`config.mk`:
```
export PLATFORM = sky130hd
export DESIGN_NAME = pc_sequencer
export DESIGN_NICKNAME = d
export VERILOG_FILES = /design/src/rtl/pc_sequencer.sv
export SDC_FILE = /design/constraint.sdc
export NUM_CORES = 1
export LEC_CHECK = 0
export CORE_UTILIZATION = 39
export DETAILED_ROUTE_END_ITERATION = 7
export GPL_TIMING_DRIVEN = 0
export PLACE_DENSITY = 0.77
export SETUP_SLACK_MARGIN = 0.1
export SYNTH_ARGS = -nofsm -noshare
export SYNTH_HDL_FRONTEND = slang
export SYNTH_SLANG_ARGS = --single-unit
export TNS_END_PERCENT = 50
```
`constraint.sdc`:
```
create_clock -name clk -period 2 [get_ports clk]
set_clock_uncertainty 0.05 [all_clocks]
set_input_delay 0.4 -clock clk [delete_from_list [all_inputs] [get_ports clk]]
set_output_delay 0.4 -clock clk [all_outputs]
set_load 0.01 [all_outputs]
```
`src/rtl/pc_sequencer.sv`:
```
`default_nettype none
// ============================================================================
// Module      : pc_sequencer
// Description : Program-counter sequencer. Owns the PC register, issues
//               instruction fetches with a bounded wait for imem_ready,
//               presents the fetched instruction to the datapath and selects
//               the next PC (sequential, branch, jump, stall or halt).
// Revision    : 1.0 - initial release
// ============================================================================
module pc_sequencer #(
    parameter int              PC_W     = 8,
    parameter int              INSTR_W  = 32,
    parameter logic [PC_W-1:0] RESET_PC = '0,
    parameter int              TIMEOUT  = 15
) (
    input  logic               clk,
    input  logic               rst,
    input  logic               start,
    output logic               imem_req,
    output logic [PC_W-1:0]    imem_addr,
    input  logic               imem_ready,
    input  logic [INSTR_W-1:0] imem_rdata,
    output logic [INSTR_W-1:0] instr,
    output logic               instr_valid,
    input  logic               stall,
    input  logic               halt,
    input  logic               jump,
    input  logic [PC_W-3:0]    jump_target,
    input  logic               branch_taken,
    input  logic [PC_W-3:0]    branch_offset,
    output logic [PC_W-1:0]    pc,
    output logic [PC_W-1:0]    pc_plus4,
    output logic [7:0]         retire_count,
    output logic               halted,
    output logic               err
);

    // Wait counter only has to reach TIMEOUT-1 (last allowed FETCH cycle).
    localparam int              c_CNT_W     = (TIMEOUT > 2) ? $clog2(TIMEOUT) : 1;
    localparam logic [c_CNT_W-1:0] c_WAIT_LAST = c_CNT_W'(TIMEOUT - 1);

    localparam logic [2:0] c_ST_IDLE  = 3'd0;
    localparam logic [2:0] c_ST_FETCH = 3'd1;
    localparam logic [2:0] c_ST_EXEC  = 3'd2;
    localparam logic [2:0] c_ST_HALT  = 3'd3;
    localparam logic [2:0] c_ST_ERR   = 3'd4;

    logic [2:0]         r_state;
    logic [2:0]         w_state_nxt;
    logic [PC_W-1:0]    r_pc;
    logic [PC_W-1:0]    w_pc_nxt;
    logic [INSTR_W-1:0] r_instr;
    logic [INSTR_W-1:0] w_instr_nxt;
    logic [7:0]         r_retire;
    logic [7:0]         w_retire_nxt;
    logic [c_CNT_W-1:0] r_wait;
    logic [c_CNT_W-1:0] w_wait_nxt;

    logic [PC_W-1:0]    w_pc_seq;
    logic [PC_W-1:0]    w_pc_branch;
    logic [PC_W-1:0]    w_pc_jump;

    // Candidate next-PC values. Sign-extending the word offset and shifting
    // left by two, then truncating to PC_W bits, is exactly {offset, 2'b00},
    // so modulo-2^PC_W arithmetic falls out of the natural adder width.
    assign w_pc_seq    = r_pc + PC_W'(4);
    assign w_pc_branch = w_pc_seq + {branch_offset, 2'b00};
    assign w_pc_jump   = {jump_target, 2'b00};

    // State, PC, instruction, retire counter and fetch-wait counter registers.
    always_ff @(posedge clk or posedge rst) begin
        if (rst) begin
            r_state  <= c_ST_IDLE;
            r_pc     <= RESET_PC;
            r_instr  <= '0;
            r_retire <= '0;
            r_wait   <= '0;
        end else begin
            r_state  <= w_state_nxt;
            r_pc     <= w_pc_nxt;
            r_instr  <= w_instr_nxt;
            r_retire <= w_retire_nxt;
            r_wait   <= w_wait_nxt;
        end
    end

    // Next-state and next-register logic; every register holds by default.
    always_comb begin
        w_state_nxt  = r_state;
        w_pc_nxt     = r_pc;
        w_instr_nxt  = r_instr;
        w_retire_nxt = r_retire;
        w_wait_nxt   = r_wait;

        case (r_state)
            c_ST_IDLE: begin
                if (start) begin
                    w_state_nxt = c_ST_FETCH;
                end
            end

            c_ST_FETCH: begin
                // Ready is checked first so it wins on the last allowed cycle.
                if (imem_ready) begin
                    w_instr_nxt = imem_rdata;
                    w_wait_nxt  = '0;
                    w_state_nxt = c_ST_EXEC;
                end else if (r_wait == c_WAIT_LAST) begin
                    w_wait_nxt  = '0;
                    w_state_nxt = c_ST_ERR;
                end else begin
                    w_wait_nxt  = r_wait + c_CNT_W'(1);
                end
            end

            c_ST_EXEC: begin
                // A stalled instruction freezes everything, controls included.
                if (!stall) begin
                    w_retire_nxt = r_retire + 8'd1;
                    if (halt) begin
                        w_state_nxt = c_ST_HALT;
                    end else if (jump) begin
                        w_pc_nxt    = w_pc_jump;
                        w_state_nxt = c_ST_FETCH;
                    end else if (branch_taken) begin
                        w_pc_nxt    = w_pc_branch;
                        w_state_nxt = c_ST_FETCH;
                    end else begin
                        w_pc_nxt    = w_pc_seq;
                        w_state_nxt = c_ST_FETCH;
                    end
                end
            end

            // HALT and ERR are terminal until reset.
            c_ST_HALT: begin
                w_state_nxt = c_ST_HALT;
            end

            c_ST_ERR: begin
                w_state_nxt = c_ST_ERR;
            end

            default: begin
                w_state_nxt = c_ST_IDLE;
            end
        endcase
    end

    // Outputs decode directly from registers, so an asynchronous reset
    // clears them without waiting for a clock edge.
    assign imem_req     = (r_state == c_ST_FETCH);
    assign imem_addr    = r_pc;
    assign instr        = r_instr;
    assign instr_valid  = (r_state == c_ST_EXEC);
    assign pc           = r_pc;
    assign pc_plus4     = w_pc_seq;
    assign retire_count = r_retire;
    assign halted       = (r_state == c_ST_HALT);
    assign err          = (r_state == c_ST_ERR);

endmodule
`default_nettype wire

```
### Word level (Yosys, flattened, before mapping)

Index checks and enable logic that the tools add are counted.

* bits of input ports: 52
* flip-flop bits (word level): 55
* output and inout port bits: 68

* bitwise logic cells: 2
* reductions and logical operators: 5
* add/sub/neg operators: 4
* eq/ne operators: 8
* muxes and demuxes: 10

Operator list (count)
* two-way mux 8 bit: 2
* case mux 3 bit (5 select lines): 1
* two-way mux 3 bit: 4
* adder 8 x 1 -> 8 bit, second input constant: 1
* adder 8 x 3 -> 8 bit, second input constant: 1
* adder 8 bit: 1
* two-way mux 4 bit: 2
* equality test 3 x 2 -> 1 bit, second input constant: 2
* AND reduction 3 bit: 2
* adder 4 x 1 -> 4 bit, second input constant: 1
* equality test 4 bit, second input constant: 1
* inequality test 2 bit, second input constant: 2
* AND reduction 2 bit: 2
* equality test 3 x 1 -> 1 bit, second input constant: 1
* equality test 3 bit, second input constant: 1
* zero test 3 bit: 1
* inequality test 3 x 1 -> 1 bit, second input constant: 1
* two-way mux 2 bit: 1
* inverter 1 bit: 2

### Depth between registers and ports, before layout

Gate-level depths: netlist of run 1.

* depth after elaboration: 4
* mapped depth: 9
* mapped depth without buffers: 9

### Least setup slack after synthesis of run 1

OpenSTA, ideal clock, no wires.

* path kind: reg-to-reg
* from: reg r_pc[4] (netlist: imem_addr[4])
* to: reg r_pc[7] (netlist: imem_addr[7])
* library setup time: 69 ps
* arrival time: 2247 ps
* data required time: 1881 ps
* buffers on the path: 0
* path slack: -365 ps
* cell stages (with the launch flop): 9
* period minus slack after synthesis: 2365 ps
* cell sequence: dfrtp_1 -> nand3_1 -> xnor2_1 -> ha_1 -> a21o_1 -> a21oi_1 -> nand4_1 -> a2111o_1 -> nand3_1

* word-level cells in the longest chain between the ends: 4

Ends and longest elaborated chain
* from (decl): RTL line 50 `logic [PC_W-1:0] r_pc;`
* from (signal assigned): RTL line 80 `r_pc <= w_pc_nxt;`
* adder 8 x 3 -> 8 bit: RTL line 66 `assign w_pc_seq = r_pc + PC_W'(4);`
* named net pc_plus4[5]: RTL line 32 `output logic [PC_W-1:0] pc_plus4,`
* adder 8 bit: RTL line 67 `assign w_pc_branch = w_pc_seq + {branch_offset, 2'b00};`
* two-way mux 8 bit: RTL line 125 `end else if (branch_taken) begin`
* two-way mux 8 bit: RTL line 122 `end else if (jump) begin`

The timed path passes the listed nets, and every way through them passes these cells.
A chain may end at the register's enable or synchronous reset.

### Worst setup path in the final report of run 1

* from: reg r_pc[2] (netlist: imem_addr[2])
* to: reg r_pc[6] (netlist: imem_addr[6])

* word-level cells in the longest chain between the ends: 4

Ends and longest elaborated chain (RTL line)
* adder 8 x 3 -> 8 bit *: 66
* adder 8 bit: 67
* two-way mux 8 bit *: 125
* two-way mux 8 bit *: 122

Every way passes the cells marked *; elsewhere a longest branch is shown, timed or not.

==> impl_metrics.toml, run 1 <==
[cts]
cts_buffer_depth = 2
cts_hold_buf = 0
cts_tree = "yes"
clock-root-buffer = "clkbuf_8"
htreeDepth = 2
clock_latency_ns = 0.31
path_clk_slew_ns = 0.10
numClockSinks = 53
cts-buffers-inserted = 5

[hold_path]
hold_class = "in2async"

[final_layout]
most-common-layout-cells = "clkdlybuf4s50_1, dfrtp_1, buf_4"
antenna_cells = 0
area_delta_synth_final_pct = 67.9
finalInstanceArea_um2 = 4760
fillers = 533
final_common_cell = "clkdlybuf4s50_1"
drive_above_1_share_pct = 34.8
num-nets-final = 444
final_cells = 478

[flow_run]
cap_violations = 0

[routing]
wire_per_inst_um = 15.0
postRouteWirelength_um = 7150
postRouteAntennaNets = 0
drt_iter0_drc = 48
viasPerCell = 4.73
dr.pass1.iters = 4
vias = 2260
drc = 0

[grt]
antenna_found_initial = 0
grt_overflow_total = 0
grtUsageTotal_pct = 18.2
grt_pass1_vias = 2210
grt_pass1_wl_um = 10600
grt_max_degree = 32

[power]
p_sw_share_pct = 33.3
p_int_mw = 4.80
p_clk_share_pct = 10.0
power_leakage_nw = 2.12
irDropWorstVdd_v = 0.000584
power_per_cell_area_nw_per_um2 = 1510
p_switching_mw = 2.40
pwr-share-seq_pct = 27.0
combPwrFrac_pct = 63.0

[die]
start_util_pct = 41.1
die_x_um = 87.3
rows = 30
die-area_um2 = 7620
io_pins = 120
die_h_um = 87.3
core_area_um2 = 6910

[critical_path]
start_kind = "register"
crit_end = "imem_addr[6]"
reg2reg_depth = 8
cpLargestDelayFamily = "simple AND/OR/NAND/NOR gates"
crit_buf_inv = 0
r2r-start = "imem_addr[2]"
r2r_end = "imem_addr[6]"
cp_cell_sequence = "ha_4, xor2_4, ha_4, nor2b_4, o21a_1, or4_1, o2111ai_2, o211ai_1"
path_common_cell = "ha_4"
endpoint_kind = "register"
critPathMaxFanout = 4
critPathSlowestCell = "dfrtp_2"
max_stage_delay_ns = 0.47
cp.required_ns = 2.13
crit_cells = 8
crit_arrival_ns = 2.36
rrSetupSlack_ns = -0.22
timing_worst_setup_path_type = "reg2reg"
worstSetupStartpoint = "imem_addr[2]"

[logic_synthesis]
yosysTopAreaCellShare_pct = 46.8
ys.flop_type = "dfrtp_1"
synth_edf_count = 0
synth_top_cell_by_area = "dfrtp_1"
seq_area_frac_synth_pct = 46.8
async_flop_share_pct = 100
ys.warnings.count = 0
netlist_instances = 230
synth_cell_types = 50
netlist_area_um2 = 2840
netlist_top_cells_area = "dfrtp_1, mux2_4, ha_1"
ys_seq_elements = 53
postSynthAreaPerCell_um2 = 12.3

[timing]
fin_crit_ns = 2.22
grt_setup_unrepaired = "yes"
fin_hold_ws_ns = 0.398
fin_crit_sh_pct = 111
max_freq_ghz = 0.450
worstMarginPinSlew_ns = 0.530
relSlewSlack_pct = 64.6
setup_viol = 3
tns_ns = -0.486
finalMaxSlewViolations = 0
hold_viol_final = 0
setup_ws_ns = -0.221

[placed_design]
dpl_cell_area_um2 = 4150
place_hpwl_um = 4850
dp_cells = 443
port_buffers = 111
routabilityCongestion = 0.798

[outcome]
status = "finished with violations"
violations = "negative setup slack"
## cells by family (layout without fill, tap and decap cells)
group	Yosys count	count (layout)	synth area share, %
multiplexers	33	33	16.9
adder cells (fa/ha/maj)	11	11	5.12
buffers and inverters	31	178	8.25
flip-flops	53	53	46.8
AO/OA/AOI/OAI	35	35	8.51
XOR/XNOR	13	13	4.01
other	1	6	0.132
AND/OR/NAND/NOR	53	53	10.3
## sequential cells by signal (all words and copies together), names as in the netlist
signal,flops
r_state,3
instr,32
retire_count,8
r_wait,4
imem_addr,6
## cell usage after synthesis (2+ instances only)
library cell,count
mux2_4,29
nand4_1,5
inv_1,8
buf_12,3
a21oi_1,7
buf_4,13
xnor2_1,9
dfrtp_1,53
mux2_2,4
o21ai_0,7
o21ai_1,3
nor3b_1,3
clkbuf_1,3
xor2_1,4
ha_1,10
a21o_1,3
nor2b_1,4
nand2_1,16
nor2_1,10
nand3_1,5
o211ai_1,2
## final cells by class
class	count	area (µm²)	share of cell area, %
Multi-Input combinational cell	151	1510	31.7
Tap cell	96	120	2.52
Sequential cell	53	1330	28.0
Clock inverter	2	35.0	0.736
Buffer	22	216	4.55
Clock buffer	6	72.6	1.52
Inverter	9	41.3	0.867
Timing Repair Buffer	139	1430	30.1
## metal layers
metal / GRT usage (%) / part of all wire (%)
met1: 21.8 / 42
met3: 3.70 / 5.1
met2: 32.6 / 52
met5: 0 / 0
met4: 5.81 / 0.85
## power by group through the flow
| stage | clock (mW) | combinational [mW] | sequential (mW) |
|---|---|---|---|
| 5_1_grt | 0.772 | 4.84 | 2.01 |
| 3_3_place_gp | 0 | 3.59 | 1.93 |
| 6_report | 0.722 | 4.53 | 1.94 |
| 2_1_floorplan | 0 | 1.91 | 2.11 |
| 3_5_place_dp | 0 | 3.64 | 1.95 |
| 4_1_cts | 0.741 | 4.15 | 1.94 |
## how the worst min path moves through the flow
stage                          from         endpoint  slack, ns  cells after the start
finish                          rst         instr[8]       0.40                      2
global route                    rst         instr[8]       0.45                      2
CTS                             rst         instr[8]       0.41                      2
detailed placement  retire_count[5]  retire_count[5]       0.44                      1
global placement    retire_count[6]  retire_count[6]       0.43                      1
floorplan                 r_wait[1]        r_wait[1]       0.44                      2
## metrics by stage
step | util, % | total power [mW] | setup slack [ns]
after floorplan | - | 4.03 | -0.249
after global placement | 59.9 | 5.52 | -0.945
after detailed placement | 60.1 | 5.59 | -0.358
after CTS | 65.8 | 6.83 | -0.197
after global routing | 68.9 | 7.62 | -0.294
final | 68.9 | 7.19 | -0.221
## worst reg2reg max path, stage by stage, from the launching register on
cell and delay [ns]:
dfrtp_2 0.47, ha_4 0.21, xor2_4 0.18, ha_4 0.24
nor2b_4 0.12, o21a_1 0.18, or4_1 0.43, o2111ai_2 0.11
o211ai_1 0.11
## timing repair
| action | in CTS | in global routing |
|---|---|---|
| pin swaps | 17 | 11 |
| cloned | 3 | 1 |
| buffers inserted | 13 | 10 |
| resized for setup | 50 | 27 |
| endpoints found under the setup margin | 45 | 52 |
(Power assumes the default switching activity.)
==> run 2: changes to the inputs <==
--- a/config.mk
+++ b/config.mk
@@ -5,10 +5,10 @@
 export SDC_FILE = /design/constraint.sdc
 export NUM_CORES = 1
 export LEC_CHECK = 0
-export CORE_UTILIZATION = 39
+export CORE_UTILIZATION = 43
 export DETAILED_ROUTE_END_ITERATION = 7
 export GPL_TIMING_DRIVEN = 0
-export PLACE_DENSITY = 0.77
+export PLACE_DENSITY = 0.81
 export SETUP_SLACK_MARGIN = 0.1
 export SYNTH_ARGS = -nofsm -noshare
 export SYNTH_HDL_FRONTEND = slang
==> constraint.sdc (replaced) <==
create_clock -name clk -period 2.3 [get_ports clk]
set_clock_uncertainty 0.05 [all_clocks]
set_input_delay 0.46 -clock clk [delete_from_list [all_inputs] [get_ports clk]]
set_output_delay 0.46 -clock clk [all_outputs]
set_load 0.01 [all_outputs]
==> run 2 against run 1 <==
Effect of this change: the flow now finishes without violations; total power is 21% lower; utilization hardly changed; critical path depth stayed put; critical path type unchanged.
==> impl_metrics.toml, run 2 (synthesis gave the netlist of run 1 again) <==
[critical_path]
r2r-start = "imem_addr[3]"
reg2reg_depth = 8
crit_arrival_ns = 2.37
timing_worst_setup_path_type = "reg2reg"
start_kind = "register"
endpoint_kind = "register"
r2r_end = "imem_addr[6]"
crit_end = "imem_addr[6]"
critPathMaxFanout = 4
rrSetupSlack_ns = 0.04
worstSetupStartpoint = "imem_addr[3]"
cp.required_ns = 2.41

[final_layout]
fillers = 474
num-nets-final = 424
most-common-layout-cells = "clkdlybuf4s50_1, dfrtp_1, mux2_4"
final_common_cell = "clkdlybuf4s50_1"
antenna_cells = 0
drive_above_1_share_pct = 25.1
area_delta_synth_final_pct = 54.3
utilization_pct = 68.9
final_cells = 439
largest_register_ffs = 32

[cts]
htreeDepth = 2
cts_tree = "yes"
cts_buffer_depth = 2
cts_hold_buf = 0
cts-buffers-inserted = 5
clock-root-buffer = "clkbuf_8"
clock_latency_ns = 0.30
numClockSinks = 53
path_clk_slew_ns = 0.09

[routing]
vias = 2171
viasPerCell = 4.95
wire_per_inst_um = 14.6
drc = 0
postRouteAntennaNets = 0
postRouteWirelength_um = 6410
dr.pass1.iters = 4
drt_iter0_drc = 64

[placed_design]
place_hpwl_um = 4870
dp_cells = 424
port_buffers = 111
routabilityCongestion = 0.890
pre_cts_ws_ns = -0.123

[power]
irDropWorstVdd_v = 0.000769
power_leakage_nw = 1.93
power_per_cell_area_nw_per_um2 = 1290

[die]
die_x_um = 83.2
die-area_um2 = 6930
start_util_pct = 44.7
io_pins = 120
die_h_um = 83.2
core_area_um2 = 6350
rows = 29

[timing]
setup_ws_ns = 0.0374
fin_crit_sh_pct = 98.4
hold_viol_final = 0
grt_setup_unrepaired = "yes"
finalMaxSlewViolations = 0
max_freq_ghz = 0.442
fin_hold_ws_ns = 0.425
fin_crit_ns = 2.26
setup_viol = 0

[outcome]
status = "finished, final reports clean"

[grt]
grt_util_met2_pct = 30.6
grt_pass1_wl_um = 10500
grt_pass1_vias = 2152
grt_max_degree = 32
met3_usage_pct = 3.18
grt_overflow_total = 0
grt_use_met1_pct = 26.2
grt.busiest_layer = "met2"
grtUsageTotal_pct = 19.0
antenna_found_initial = 0

[hold_path]
hold_class = "reg2reg"
hold_depth = 1

[flow_run]
cap_violations = 0
run 2: changes by cell type in the layout (fill, tap and decap cells not counted), sizes merged:
cell           previous run  this run
clkdlybuf4s50            96       107
dlygate4sd2               6         3
clkinv                    1         0
buf                      54        27
dlymetal6s2s              1         0
clkinvlp                  0         1
run 2: layer usage:
| metal | up-vias | part of all wire, % |
|---|---|---|
| met5 | - | 0 |
| met1 | 1050 | 45 |
| met4 | 0 | 1.1 |
| met2 | 69 | 49 |
| li1 | 1046 | - |
| met3 | 6 | 4.2 |
run 2: how the worst min path moves through the flow:
stage	from	slack, ns	end
2_1_floorplan	r_wait[1]	0.44	r_wait[1]
3_3_place_gp	retire_count[7]	0.41	retire_count[7]
3_5_place_dp	retire_count[7]	0.42	retire_count[7]
4_1_cts	retire_count[7]	0.44	retire_count[7]
5_1_grt	retire_count[6]	0.47	retire_count[6]
6_report	retire_count[7]	0.43	retire_count[7]
run 2: layout make-up:
class	instances	area [µm²]	area share, %
multi-input combinational	151	1420	32.4
sequential	53	1330	30.4
timing repair buffer	119	1180	26.9
buffer	22	200	4.57
tap	77	96.3	2.20
clock buffer	6	82.6	1.89
clock inverter	2	37.5	0.857
inverter	9	33.8	0.772
run 2: repair_timing:
item | 4_1_cts | 5_1_grt
cloned | 0 | 0
pin swaps | 13 | 3
buffers inserted | 5 | 2
setup endpoints to repair | 8 | 5
resized for setup | 19 | 4
run 2: through the flow:
step	cell area (µm²)	power [mW]	setup TNS, ns
6_report	4380	5.67	0
3_5_place_dp	4110	4.83	-0.360
3_3_place_gp	4090	4.73	-26.46
5_1_grt	4380	6.03	-0.0480
2_1_floorplan	2880	3.45	0
4_1_cts	4360	5.67	0
run 2: worst max-delay path, stage by stage, from the launching register on:
cell       delay, ns
dfrtp_2         0.46
ha_4            0.21
xor2_4          0.22
ha_4            0.24
nor2b_1         0.13
o21a_1          0.18
or4_1           0.43
o2111ai_2       0.10
o211ai_1        0.12
run 2: power by group:
part	internal (mW)	total, mW	switching, mW
clock network	0.354	0.646	0.292
logic	2.07	3.33	1.26
registers	1.36	1.69	0.328
